[src/rtl/trace_mem_ctrl_pkg.sv]
// Shared sizing and state encoding for the debug trace buffer controller.
package DTB_PKG;

    localparam int TRB_DEPTH     = 8;
    localparam int TRB_WIDTH     = 32;
    localparam int TRB_ADDR_BITS = $clog2(TRB_DEPTH);

    typedef enum logic [1:0] {
        ST_ARMED = 2'd0,
        ST_POST  = 2'd1,
        ST_DONE  = 2'd2
    } trc_state_e;

endpackage

[src/rtl/trace_mem_ctrl_if.sv]
// Request/grant bundle between the controller and its store/load arbiter.
interface trace_mem_ctrl_if;

    logic req_store;
    logic req_load;
    logic gnt_store;
    logic gnt_load;

    modport master (output req_store, output req_load, input gnt_store, input gnt_load);
    modport slave  (input req_store, input req_load, output gnt_store, output gnt_load);

endinterface

[src/rtl/trace_mem_ctrl_arb.sv]
// Two-way round-robin arbiter: store and load contend for the single memory port.
module trace_mem_arb (
    input  logic             clk,
    input  logic             rst,
    trace_mem_ctrl_if.slave  arb
);

    logic [1:0] gnt;
    // Set when store won the last conflict, so load is favoured next time.
    logic       last_store_q;
    logic       last_store_d;

    always_comb begin
        gnt          = {arb.req_load, arb.req_store};
        last_store_d = last_store_q;
        if (arb.req_store && arb.req_load) begin
            gnt          = last_store_q ? 2'b10 : 2'b01;
            last_store_d = !last_store_q;
        end
    end

    assign arb.gnt_store = gnt[0];
    assign arb.gnt_load  = gnt[1];

    always_ff @(posedge clk) begin
        if (rst) begin
            last_store_q <= 1'b0;
        end else begin
            last_store_q <= last_store_d;
        end
    end

endmodule

[src/rtl/trace_mem_ctrl.sv]
// Trace buffer controller: ring capture with trigger/post-delay, or plain FIFO
// streaming, over a single-port memory with one-cycle read latency.
module trace_mem_ctrl #(
    parameter  int TRB_DEPTH     = DTB_PKG::TRB_DEPTH,
    parameter  int TRB_WIDTH     = DTB_PKG::TRB_WIDTH,
    localparam int TRB_ADDR_BITS = $clog2(TRB_DEPTH),
    localparam int POS_BITS      = $clog2(TRB_WIDTH)
) (
    input  logic                     CLK_I,
    input  logic                     RST_I,
    input  logic                     MODE_I,
    input  logic [TRB_ADDR_BITS-1:0] TRG_DELAY_I,
    input  logic                     STORE_I,
    input  logic [TRB_WIDTH-1:0]     DATA_I,
    output logic                     STORE_PERM_O,
    input  logic                     LOAD_REQUEST_I,
    output logic                     LOAD_GRANT_O,
    output logic [TRB_WIDTH-1:0]     DATA_O,
    input  logic                     TRG_EVENT_I,
    input  logic [POS_BITS-1:0]      EVENT_POS_I,
    output logic                     TRG_DELAYED_O,
    output logic [TRB_ADDR_BITS-1:0] TRG_ADDR_O,
    output logic [POS_BITS-1:0]      TRG_BIT_O,
    output logic [TRB_ADDR_BITS-1:0] MEM_ADDR_O,
    output logic                     MEM_WE_O,
    output logic [TRB_WIDTH-1:0]     MEM_WDATA_O,
    input  logic [TRB_WIDTH-1:0]     MEM_RDATA_I
);

    import DTB_PKG::*;

    localparam logic [TRB_ADDR_BITS:0] FULL_CNT = (TRB_ADDR_BITS+1)'(TRB_DEPTH);

    logic                     mode_q;
    logic [TRB_ADDR_BITS-1:0] dly_q;
    trc_state_e               state_q, state_d;
    logic [TRB_ADDR_BITS-1:0] wr_ptr_q, wr_ptr_d, rd_ptr_q, rd_ptr_d;
    logic [TRB_ADDR_BITS-1:0] post_q, post_d, trg_addr_q, trg_addr_d;
    logic [TRB_ADDR_BITS-1:0] post_inc;
    logic [POS_BITS-1:0]      trg_bit_q, trg_bit_d;
    logic [TRB_ADDR_BITS:0]   count_q, count_d;
    logic                     pend_q, pend_d;
    logic [TRB_WIDTH-1:0]     data_q, data_d;
    logic                     full, empty, store_perm, do_store, do_load;
    logic [TRB_ADDR_BITS-1:0] mem_addr;

    trace_mem_ctrl_if arb_bus ();

    trace_mem_arb u_arb (
        .clk (CLK_I),
        .rst (RST_I),
        .arb (arb_bus)
    );

    assign full  = (count_q == FULL_CNT);
    assign empty = (count_q == '0);

    // Load request is not masked by a pending read so that a blocked cycle still
    // counts as a conflict; this keeps store/load strictly alternating under load.
    assign arb_bus.req_store = mode_q && STORE_I && !full;
    assign arb_bus.req_load  = mode_q && LOAD_REQUEST_I && !empty;

    always_comb begin
        if (mode_q) begin
            store_perm = arb_bus.gnt_store || (pend_q && arb_bus.req_store);
            do_load    = arb_bus.gnt_load && !pend_q;
        end else begin
            store_perm = (state_q != ST_DONE);
            do_load    = (state_q == ST_DONE) && LOAD_REQUEST_I && !empty && !pend_q;
        end
        do_store = STORE_I && store_perm;
    end

    always_comb begin
        wr_ptr_d   = wr_ptr_q;
        rd_ptr_d   = rd_ptr_q;
        post_d     = post_q;
        post_inc   = post_q + 1'b1;
        trg_addr_d = trg_addr_q;
        trg_bit_d  = trg_bit_q;
        state_d    = state_q;
        count_d    = count_q;
        pend_d     = do_load;
        data_d     = pend_q ? MEM_RDATA_I : data_q;

        if (do_store) wr_ptr_d = wr_ptr_q + 1'b1;
        if (do_load)  rd_ptr_d = rd_ptr_q + 1'b1;

        // Count saturates on ring overwrite; a store and a grant in one cycle cancel.
        case ({do_store && !full, pend_q})
            2'b10:   count_d = count_q + 1'b1;
            2'b01:   count_d = count_q - 1'b1;
            default: count_d = count_q;
        endcase

        if (!mode_q) begin
            case (state_q)
                ST_ARMED: if (do_store && TRG_EVENT_I) begin
                    trg_addr_d = wr_ptr_q;
                    trg_bit_d  = EVENT_POS_I;
                    post_d     = '0;
                    state_d    = (dly_q == '0) ? ST_DONE : ST_POST;
                end
                ST_POST: if (do_store) begin
                    post_d = post_inc;
                    if (post_inc == dly_q) state_d = ST_DONE;
                end
                default: state_d = state_q;
            endcase
            if (state_d == ST_DONE && state_q != ST_DONE) begin
                rd_ptr_d = (count_d == FULL_CNT) ? wr_ptr_d : '0;
            end
        end
    end

    always_comb begin
        mem_addr = '0;
        if (do_store)     mem_addr = wr_ptr_q;
        else if (do_load) mem_addr = rd_ptr_q;
    end

    always_ff @(posedge CLK_I) begin
        if (RST_I) begin
            mode_q     <= MODE_I;
            dly_q      <= TRG_DELAY_I;
            state_q    <= ST_ARMED;
            wr_ptr_q   <= '0;
            rd_ptr_q   <= '0;
            post_q     <= '0;
            trg_addr_q <= '0;
            trg_bit_q  <= '0;
            count_q    <= '0;
            pend_q     <= 1'b0;
            data_q     <= '0;
        end else begin
            state_q    <= state_d;
            wr_ptr_q   <= wr_ptr_d;
            rd_ptr_q   <= rd_ptr_d;
            post_q     <= post_d;
            trg_addr_q <= trg_addr_d;
            trg_bit_q  <= trg_bit_d;
            count_q    <= count_d;
            pend_q     <= pend_d;
            data_q     <= data_d;
        end
    end

    // Every output is forced low while reset is asserted, including in-flight reads.
    assign STORE_PERM_O  = !RST_I && store_perm;
    assign MEM_WE_O      = !RST_I && do_store;
    assign MEM_ADDR_O    = RST_I ? '0 : mem_addr;
    assign MEM_WDATA_O   = (!RST_I && do_store) ? DATA_I : '0;
    assign LOAD_GRANT_O  = !RST_I && pend_q;
    assign DATA_O        = RST_I ? '0 : (pend_q ? MEM_RDATA_I : data_q);
    assign TRG_DELAYED_O = !RST_I && (mode_q ? (!empty || pend_q) : (state_q == ST_DONE));
    assign TRG_ADDR_O    = RST_I ? '0 : trg_addr_q;
    assign TRG_BIT_O     = RST_I ? '0 : trg_bit_q;

endmodule

[config.mk]
export PLATFORM = sky130hd
export DESIGN_NAME = trace_mem_ctrl
export DESIGN_NICKNAME = d
export VERILOG_FILES = /design/src/rtl/trace_mem_ctrl_pkg.sv /design/src/rtl/trace_mem_ctrl_if.sv /design/src/rtl/trace_mem_ctrl_arb.sv /design/src/rtl/trace_mem_ctrl.sv
export SDC_FILE = /design/constraint.sdc
export NUM_CORES = 1
export LEC_CHECK = 0
export BUFFER_PORTS_ARGS = -buffer_cell sky130_fd_sc_hd__buf_2
export CAP_MARGIN = 5
export CORE_ASPECT_RATIO = 1.75
export CORE_MARGIN = 2
export CORE_UTILIZATION = 42
export CTS_CLUSTER_SIZE = 16
export DETAILED_ROUTE_END_ITERATION = 6
export PLACE_DENSITY = 0.82
export SETUP_SLACK_MARGIN = 0.05
export SYNTH_ARGS = -nofsm -noshare
export SYNTH_HDL_FRONTEND = slang
export SYNTH_SLANG_ARGS = --single-unit
[constraint.sdc]
create_clock -name CLK_I -period 3.7 [get_ports CLK_I]
set_input_delay 0.37 -clock CLK_I [delete_from_list [all_inputs] [get_ports CLK_I]]
set_output_delay 0.37 -clock CLK_I [all_outputs]
set_load 0.01 [all_outputs]
Word-level counts from Yosys, hierarchy flattened
Index checks and enable logic that the tools add are counted.

storage, ports and cells
  memories kept = 0
  output and inout bits = 79
  flip-flop bits (word level) = 61
  logic and storage cells = 88
  RAM bits = 0
  bits in latches = 0
  input bits = 78
  bits in read-only memories = 0

cells by class
  div/mod/pow operators = 0
  shift-type cells = 0
  reductions and logical operators = 31
  order comparisons = 0
  equality and inequality tests = 11
  bitwise gates (word level) = 1
  multiply operators = 0
  add/subtract/negate cells = 5
  muxes and demuxes = 28

operators with widths
  kind                   count
  $mux W32               3
  $mux W3                11
  $logic_and A1 B1 Y1    18
  $mux W2                7
  $add A3 B1 Y3 const B  3
  $eq A4 B4 Y1 const B   2
  $pmux W4 S2            1
  $eq A2 B2 Y1 const B   3
  $ne A2 B2 Y1 const B   3
  $pmux W3 S2            1
  $logic_not A1 Y1       5
  $mux W5                1
  $add A4 B1 Y4 const B  1
  $eq A2 B1 Y1 const B   2
  $logic_not A4 Y1       1
  $pmux W2 S2            1
  $reduce_and A4 Y1      1
  $sub A4 B1 Y4 const B  1
  $eq A3 B3 Y1           1
  $logic_not A3 Y1       1
  $mux W1                3
  $reduce_and A3 Y1      1
  $logic_not A2 Y1       1
  $logic_or A1 B1 Y1     2
  2 further kinds        2

Depth between registers and ports, before layout
Gate-level depths: netlist of run 1.

  word-level depth = 16
  depth in mapped cells = 16
  mapped depth without buffers = 12

Hierarchy
From an unflattened synthesis of run 1, not the netlist that was laid out.

unflattened totals
  cell total of the unflattened synthesis = 333
  area total of the unflattened synthesis = 3014.1 um^2

by module, submodules not included
  module          area an instance (um^2)  instances  sequential area each (um^2)  cells each
  trace_mem_ctrl  2949.1                   1          1241.2                       326
  trace_mem_arb   65.1                     1          20.0                         7

Least setup slack after synthesis of run 1
No wires, ideal clock.

  path kind = register to register
  start point = reg count_q[1]
  end point = reg rd_ptr_q[2]
  path slack = 0.372 ns
  arrival time = 3.241 ns
  path buffers = 4
  data required time = 3.613 ns
  clock period less this slack = 3.328 ns
  setup time = 0.087 ns
  cell stages (with the launch flop) = 15
  cell sequence = dfxtp_1 buf_6 or4b_4 o311a_2 o21a_1 buf_2 clkbuf_1 nand2_1 ha_1 clkbuf_1 or4b_2 o22ai_1 o21a_1 o2111ai_1 o31ai_1

on the way
  cells in the longest elaborated chain, start to end = 16
  elaborated cells between the ends (all ways) = 35
  classes of those cells = add/sub: 2; eq/ne: 5; mux: 13; reduce/logical: 15

RTL lines
  item                                              line                                        source
  start, declared                                   trace_mem_ctrl.sv:41                        logic [TRB_ADDR_BITS:0] count_q, count_d;
  start signal, assigned                            trace_mem_ctrl.sv:142                       count_q <= count_d;
  $eq A4 B4 Y1 or $logic_not A4 Y1 (tied branches)  trace_mem_ctrl.sv:55, trace_mem_ctrl.sv:56
  $logic_not A1 Y1 (on tied branches)               --
  $logic_and A1 B1 Y1 (on tied branches)            trace_mem_ctrl.sv:60, trace_mem_ctrl.sv:61
  $logic_and A1 B1 Y1                               trace_mem_ctrl_arb.sv:16                    if (arb.req_store && arb.req_load) begin
  $mux W2                                           trace_mem_ctrl_arb.sv:16
  $logic_or A1 B1 Y1                                trace_mem_ctrl.sv:65                        store_perm = arb_bus.gnt_store || (pend_q && arb_bus.req_store);
  $mux W1                                           trace_mem_ctrl.sv:64                        if (mode_q) begin
  $logic_and A1 B1 Y1                               trace_mem_ctrl.sv:71                        do_store = STORE_I && store_perm;
  $logic_and A1 B1 Y1                               trace_mem_ctrl.sv:98                        ST_ARMED: if (do_store && TRG_EVENT_I) begin
  $mux W2                                           trace_mem_ctrl.sv:98
  $pmux W2 S2                                       trace_mem_ctrl.sv:97                        case (state_q)
  $mux W2                                           trace_mem_ctrl.sv:96                        if (!mode_q) begin
  $eq A2 B2 Y1                                      trace_mem_ctrl.sv:110                       if (state_d == ST_DONE && state_q != ST_DONE) begin
  $logic_and A1 B1 Y1                               trace_mem_ctrl.sv:110
  $mux W3                                           trace_mem_ctrl.sv:110
  $mux W3 *                                         trace_mem_ctrl.sv:96
  end signal, assigned                              trace_mem_ctrl.sv:138                       rd_ptr_q <= rd_ptr_d;
  end, declared                                     trace_mem_ctrl.sv:37                        logic [TRB_ADDR_BITS-1:0] wr_ptr_q, wr_ptr_d, rd_ptr_q, rd_ptr_d;

Every way passes the cells marked *; elsewhere a longest branch is shown, timed or not. The select of a mux whose other input is x is not followed.
A chain may end at the register's enable or synchronous reset.

Worst setup path in the final report of run 1
Ends and elaborated chain as after synthesis.

==> summary.txt, run 1 <==
Adder-Cell Fraction of Synth Area = 2.93%
Min Clock Period, post-route = 3.19 ns
Core ar. = 6860 µm²
Post-Synth Simple-Gate Area = 24.6%
Arr. time, crit path = 3.42 ns
Cell Area, Synth = 2990 µm²
Clk root buf = clkbuf_16
Post-CTS resize count = 0
Row count = 40
Post-synth EDFFs = 4
Post-synthesis register bit count = 61
Main combinational cell family by area after synthesis = simple AND/OR/NAND/NOR gates
Internal reg-to-reg setup slack = 0.51 ns
HP Start = TRG_DELAY_I[1]
Measured slew at the worst slew-check pin = 0.818 ns
Port bufs = 156
CTS Buf Count = 9
P_sw = 434 µW
Die width = 67.7 µm
Layout cell share with drive strength beyond 1 = 38.3%
Worst Path Max Fanout = 9
Unrepaired setup endpoints after global routing = no
Internal power = 1320 µW
TritonRoute pass-1 iters = 4
Vias per cell = 5.17
Proportion of synthesized area in mux cells = 13.7%
Relative slew slack = 45.3%
Sw Ratio = 24.7%
Clock skew = 0.00687 ns
Number of DRC markers in iteration 0 = 57
Total Die Area = 7830 µm²
Drt total wl = 7900 µm
Clock slew at reported path FFs = 0.05 ns
Max-cap violation count = 0
Compound-gate portion of the synthesized area = 8.92%
Hold Buf Count CTS = 0
CTS sink count = 61
Yosys top cell area share = 38.2%
Die Y = 116 µm
Peak Freq = 0.314 GHz
Syn nets = 414
Cell Pwr Density = 428 nW/µm²
Setup violations, final = 0
Setup Fix Bufs, Post-CTS = 0
Initial Util = 43.6%
Clock Power Share = 45.8%
Post-Route Setup TNS = 0 ns
# diodes = 0
First-pass GRT wire length = 11800 µm
Data required time of the worst path = 3.94 ns
DP Wirelength = 5900 µm
Post-synth cell types = 49
Ys flop type = dfxtp_1
Pin count of the biggest net entering global routing = 51
Peak supply drop = 0.000428 V
R2R Path End = rd_ptr_q[2]
Final Wtd Congestion = 0.814
WHS Path Cells = 1
Remaining global-route overflow = 0
Gate power share = 13.6%
Synth area leaders = dfxtp_1 (38%), mux2i_1 (14%), nor2_1 (7.4%), and3_1 (6.7%), edfxtp_1 (4.0%)
Setup crit end kind = register
Async set-or-reset flop fraction in the synthesized netlist = 0%
Final hold vios = 0
Io pins = 157
DRC violations left = 0
H-tree levels = 3
Status = completed
Vias = 2915
CTS max path bufs = 2
Leakage Power = 0.00209 µW
Most common cell in the netlist = nor2_1
Fin crit share = 86.1%
Seq/Total Area, Yosys = 42.2%
Crit path launch type = register
Yosys warnings = 0
Yosys top cell by area = dfxtp_1
RR Startpoint = count_q[1]
Syn Area/Cell = 9.08 µm²
Hold WC Path Type = input port to register
Total GRT Usage = 20.1%
Mapped Cells = 329
Flop pwr share = 40.5%
Area Overhead vs Synth = 37.3%
Initial antenna violation count = 0
CTS tree = yes
Hold EP = dly_q[1]
Vias in the first global route = 2712
Max Slew Vio Count = 0
Post-route antenna net violation count = 0
Nets = 560
Synth Area in XOR/XNOR = 3.14%
WL per Instance = 14.0 µm
Setup CP Type = register to register
Most common library cells after synthesis = nor2_1 (59), dfxtp_1 (57), mux2i_1 (41)
Reg2reg path depth = 10
Clk_lat worst skew = 0.33 ns
WHS = 0.215 ns
registers in the layout, summed over array words and instances, names as in the netlist, 2 cells and up:
| signal | cells |
|---|---|
| dly_q | 3 |
| count_q | 4 |
| trg_bit_q | 5 |
| trg_addr_q | 3 |
| rd_ptr_q | 3 |
| post_q | 3 |
| data_q | 32 |
| wr_ptr_q | 3 |
| state_q | 2 |
how the worst max path moves through the flow:
stage               cells past startpoint          end        from
finish                                 10  rd_ptr_q[2]  count_q[1]
global route                           12  rd_ptr_q[0]  count_q[1]
CTS                                    10  rd_ptr_q[2]  count_q[1]
detailed placement                     10  rd_ptr_q[2]  count_q[1]
global placement                       10  rd_ptr_q[2]  count_q[2]
floorplan                              14  rd_ptr_q[2]  count_q[1]
final cells by class:
cell class	count	area [µm²]
sequential	61	1260
inverter	6	22.5
tap	84	105
clock buffer	13	280
clock inverter	3	17.5
timing repair buffer	161	818
fill	555	2760
multi-input combinational	236	1590
metal layers:
metal  GRT usage, %  wire length (µm)  vias to the layer above
met3           4.95               739                       17
met4           10.6               240                        0
met1           19.2              2820                     1296
met2           37.8              4100                      150
li1               -                 -                     1452
met5              0                 0                        -
power by group through the flow:
stage / Clock (µW) / Sequential [µW] / Combinational (µW)
after floorplan: 0 / 714 / 154
after global placement: 0 / 722 / 233
after detailed placement: 0 / 725 / 240
after CTS: 822 / 711 / 241
after global routing: 843 / 715 / 268
final: 805 / 712 / 239
cell usage in the layout (no fill, tap or decap), types with 3 or more instances in the layout:
cell and instances:
buf_2 156, nor2_1 59, dfxtp_1 56, mux2i_1 41
and3_1 32, a21oi_1 11, nor2b_1 10, nand2_1 10
clkbuf_16 9, ha_1 7, inv_1 6, o21ai_0 6
o31ai_1 6, nand3b_1 5, buf_4 5, nor3_1 4
xor2_1 4, xnor2_1 4, clkbuf_8 4, edfxtp_1 4
or3_1 3, nand4b_1 3
worst max-delay path: stages (launching register included):
cell       delay (ns)
dfxtp_1          0.39
or4b_4           0.58
o311a_2          0.17
o21a_1           0.19
nand2_1          0.09
ha_1             0.29
or4b_2           0.60
o22ai_1          0.25
o21a_1           0.17
o2111ai_1        0.13
o31ai_1          0.24
stage by stage:
stage | std cells | power, µW | worst slack (ns) | util (%) | area (µm²)
floorplan | 329 | 868 | 0.372 | - | 2990
global placement | 548 | 954 | 0.711 | 55.5 | 3800
detailed placement | 548 | 965 | 0.596 | 55.5 | 3800
CTS | 564 | 1770 | 0.544 | 59.8 | 4100
global route | 564 | 1830 | 0.270 | 59.8 | 4100
finish | 564 | 1760 | 0.515 | 59.8 | 4100
cell families after synthesis:
kind of cell    Yosys count
fa+ha+maj                 7
mux                      41
simple gates            140
xor+xnor                  9
flops                    61
buf+inv                  32
compound gates           39
(Power assumes the default switching activity.)
==> run 2, diff against run 1 <==
- CELL_PAD_IN_SITES_DETAIL_PLACEMENT: not set -> 1
- CELL_PAD_IN_SITES_GLOBAL_PLACEMENT: not set -> 1
- CORE_UTILIZATION: 42 -> 32
- PLACE_DENSITY: 0.82 -> 0.87
==> summary.txt, run 2 (same netlist as run 1, synthesis figures left out) <==
Status = completed
Setup CP Type = register to register
Measured slew at the worst slew-check pin = 0.922 ns
Largest regs = data_q (32), trg_bit_q (5), count_q (4)
Worst Path Max Fanout = 8
Hold Buf Count CTS = 0
Clock slew at reported path FFs = 0.05 ns
Max reg flops = 32
Initial antenna violation count = 0
CTS Buf Count = 9
Peak supply drop = 0.000302 V
Initial Util = 32.8%
Clock skew = 0.00889 ns
Fin crit share = 89.2%
Most frequent cells in the layout = buf_2 (156), nor2_1 (59), dfxtp_1 (56)
Io pins = 157
Total GRT Usage = 17.6%
Core ar. = 9090 µm²
CTS sink count = 61
Relative slew slack = 38.3%
Largest Register = data_q
Clk_lat worst skew = 0.32 ns
Internal reg-to-reg setup slack = 0.40 ns
Post-Route Setup TNS = 0 ns
Drt total wl = 9030 µm
Setup violations, final = 0
Max-cap violation count = 0
Die width = 77.0 µm
Nets = 561
Total Die Area = 10200 µm²
Crit path launch type = register
Leakage Power = 0.00208 µW
Hold WC Path Type = input port to register
Post-CTS resize count = 0
Max Slew Vio Count = 0
Die Y = 132 µm
Peak Freq = 0.303 GHz
CTS max path bufs = 2
Pin count of the biggest net entering global routing = 42
WL per Instance = 15.0 µm
Setup Fix Bufs, Post-CTS = 0
Remaining global-route overflow = 0
Setup crit end kind = register
Final hold vios = 0
Number of DRC markers in iteration 0 = 90
Min Clock Period, post-route = 3.30 ns
CTS tree = yes
Row count = 46
Post-route total power = 1710 µW
H-tree levels = 3
Clk root buf = clkbuf_16
Arr. time, crit path = 3.53 ns
# diodes = 0
Cell Count Post-Placement = 585
Vias per cell = 5.00
DRC violations left = 0
DP Wirelength = 7000 µm
First-pass GRT wire length = 14300 µm
Finished Layout Cells = 601
Final Wtd Congestion = 0.809
Port bufs = 156
Post-route antenna net violation count = 0
Vias in the first global route = 3136
TritonRoute pass-1 iters = 4
Area Overhead vs Synth = 38.2%
Unrepaired setup endpoints after global routing = no
Cell Pwr Density = 414 nW/µm²
Commonest non-fill, non-tap cell in the layout = buf_2
Vias = 3008
Data required time of the worst path = 3.93 ns
Layout cell share with drive strength beyond 1 = 37.6%
==> run 2: changes by cell type in the layout (fill, tap and decap cells not counted) <==
| cell | before | now |
|---|---|---|
| clkinv_2 | 2 | 1 |
| clkbuf_8 | 4 | 2 |
| buf_4 | 5 | 6 |
| clkinvlp_4 | 1 | 0 |
| clkbuf_1 | 0 | 4 |
==> run 2: layer usage <==
metal	wire length (µm)	up-vias	GRT usage, %
met5	0	-	0
met4	248	0	9.23
met3	696	21	4.93
met2	4920	144	34.5
met1	3160	1387	15.6
li1	-	1456	-
==> run 2: area by class of cell <==
class / instances / area [µm²]
Fill cell: 1124 / 4970
Multi-Input combinational cell: 236 / 1590
Sequential cell: 61 / 1260
Timing Repair Buffer: 162 / 826
Clock buffer: 15 / 268
Tap cell: 120 / 150
Inverter: 6 / 22.5
Clock inverter: 1 / 5.00
==> run 2: per-stage QoR <==
step	worst slack, ns	hold slack, ns	cell area [µm²]	utilization (%)
after detailed placement	0.467	0.462	3850	42.4
after global placement	0.696	0.450	3850	42.4
final	0.399	0.227	4130	45.4
after CTS	0.429	0.212	4130	45.4
after global routing	0.267	0.211	4130	45.4
after floorplan	0.372	0.436	2990	-
==> run 2: final timing paths <==
kind	depth (start not counted)	endpoint	start
worst max-delay path	10	rd_ptr_q[2]	count_q[2]
worst min-delay path	1	dly_q[2]	TRG_DELAY_I[2]
worst max register to register	10	rd_ptr_q[2]	count_q[2]
worst min register to register	2	post_q[1]	post_q[1]
==> run 2: report_power, final <==
part	internal, µW	switching, µW	total [µW]
sequential	690	21.6	712
clock	488	264	753
combinational	109	133	243
==> run 2: worst max-delay path, cell delays in order, from the launching register on <==
cell and delay [ns]:
dfxtp_1 0.37, or4b_4 0.58, o311a_2 0.17, o21a_1 0.19, nand2_1 0.10, ha_1 0.30
or4b_2 0.61, o22ai_1 0.29, o21a_1 0.19, o2111ai_1 0.15, o31ai_1 0.25
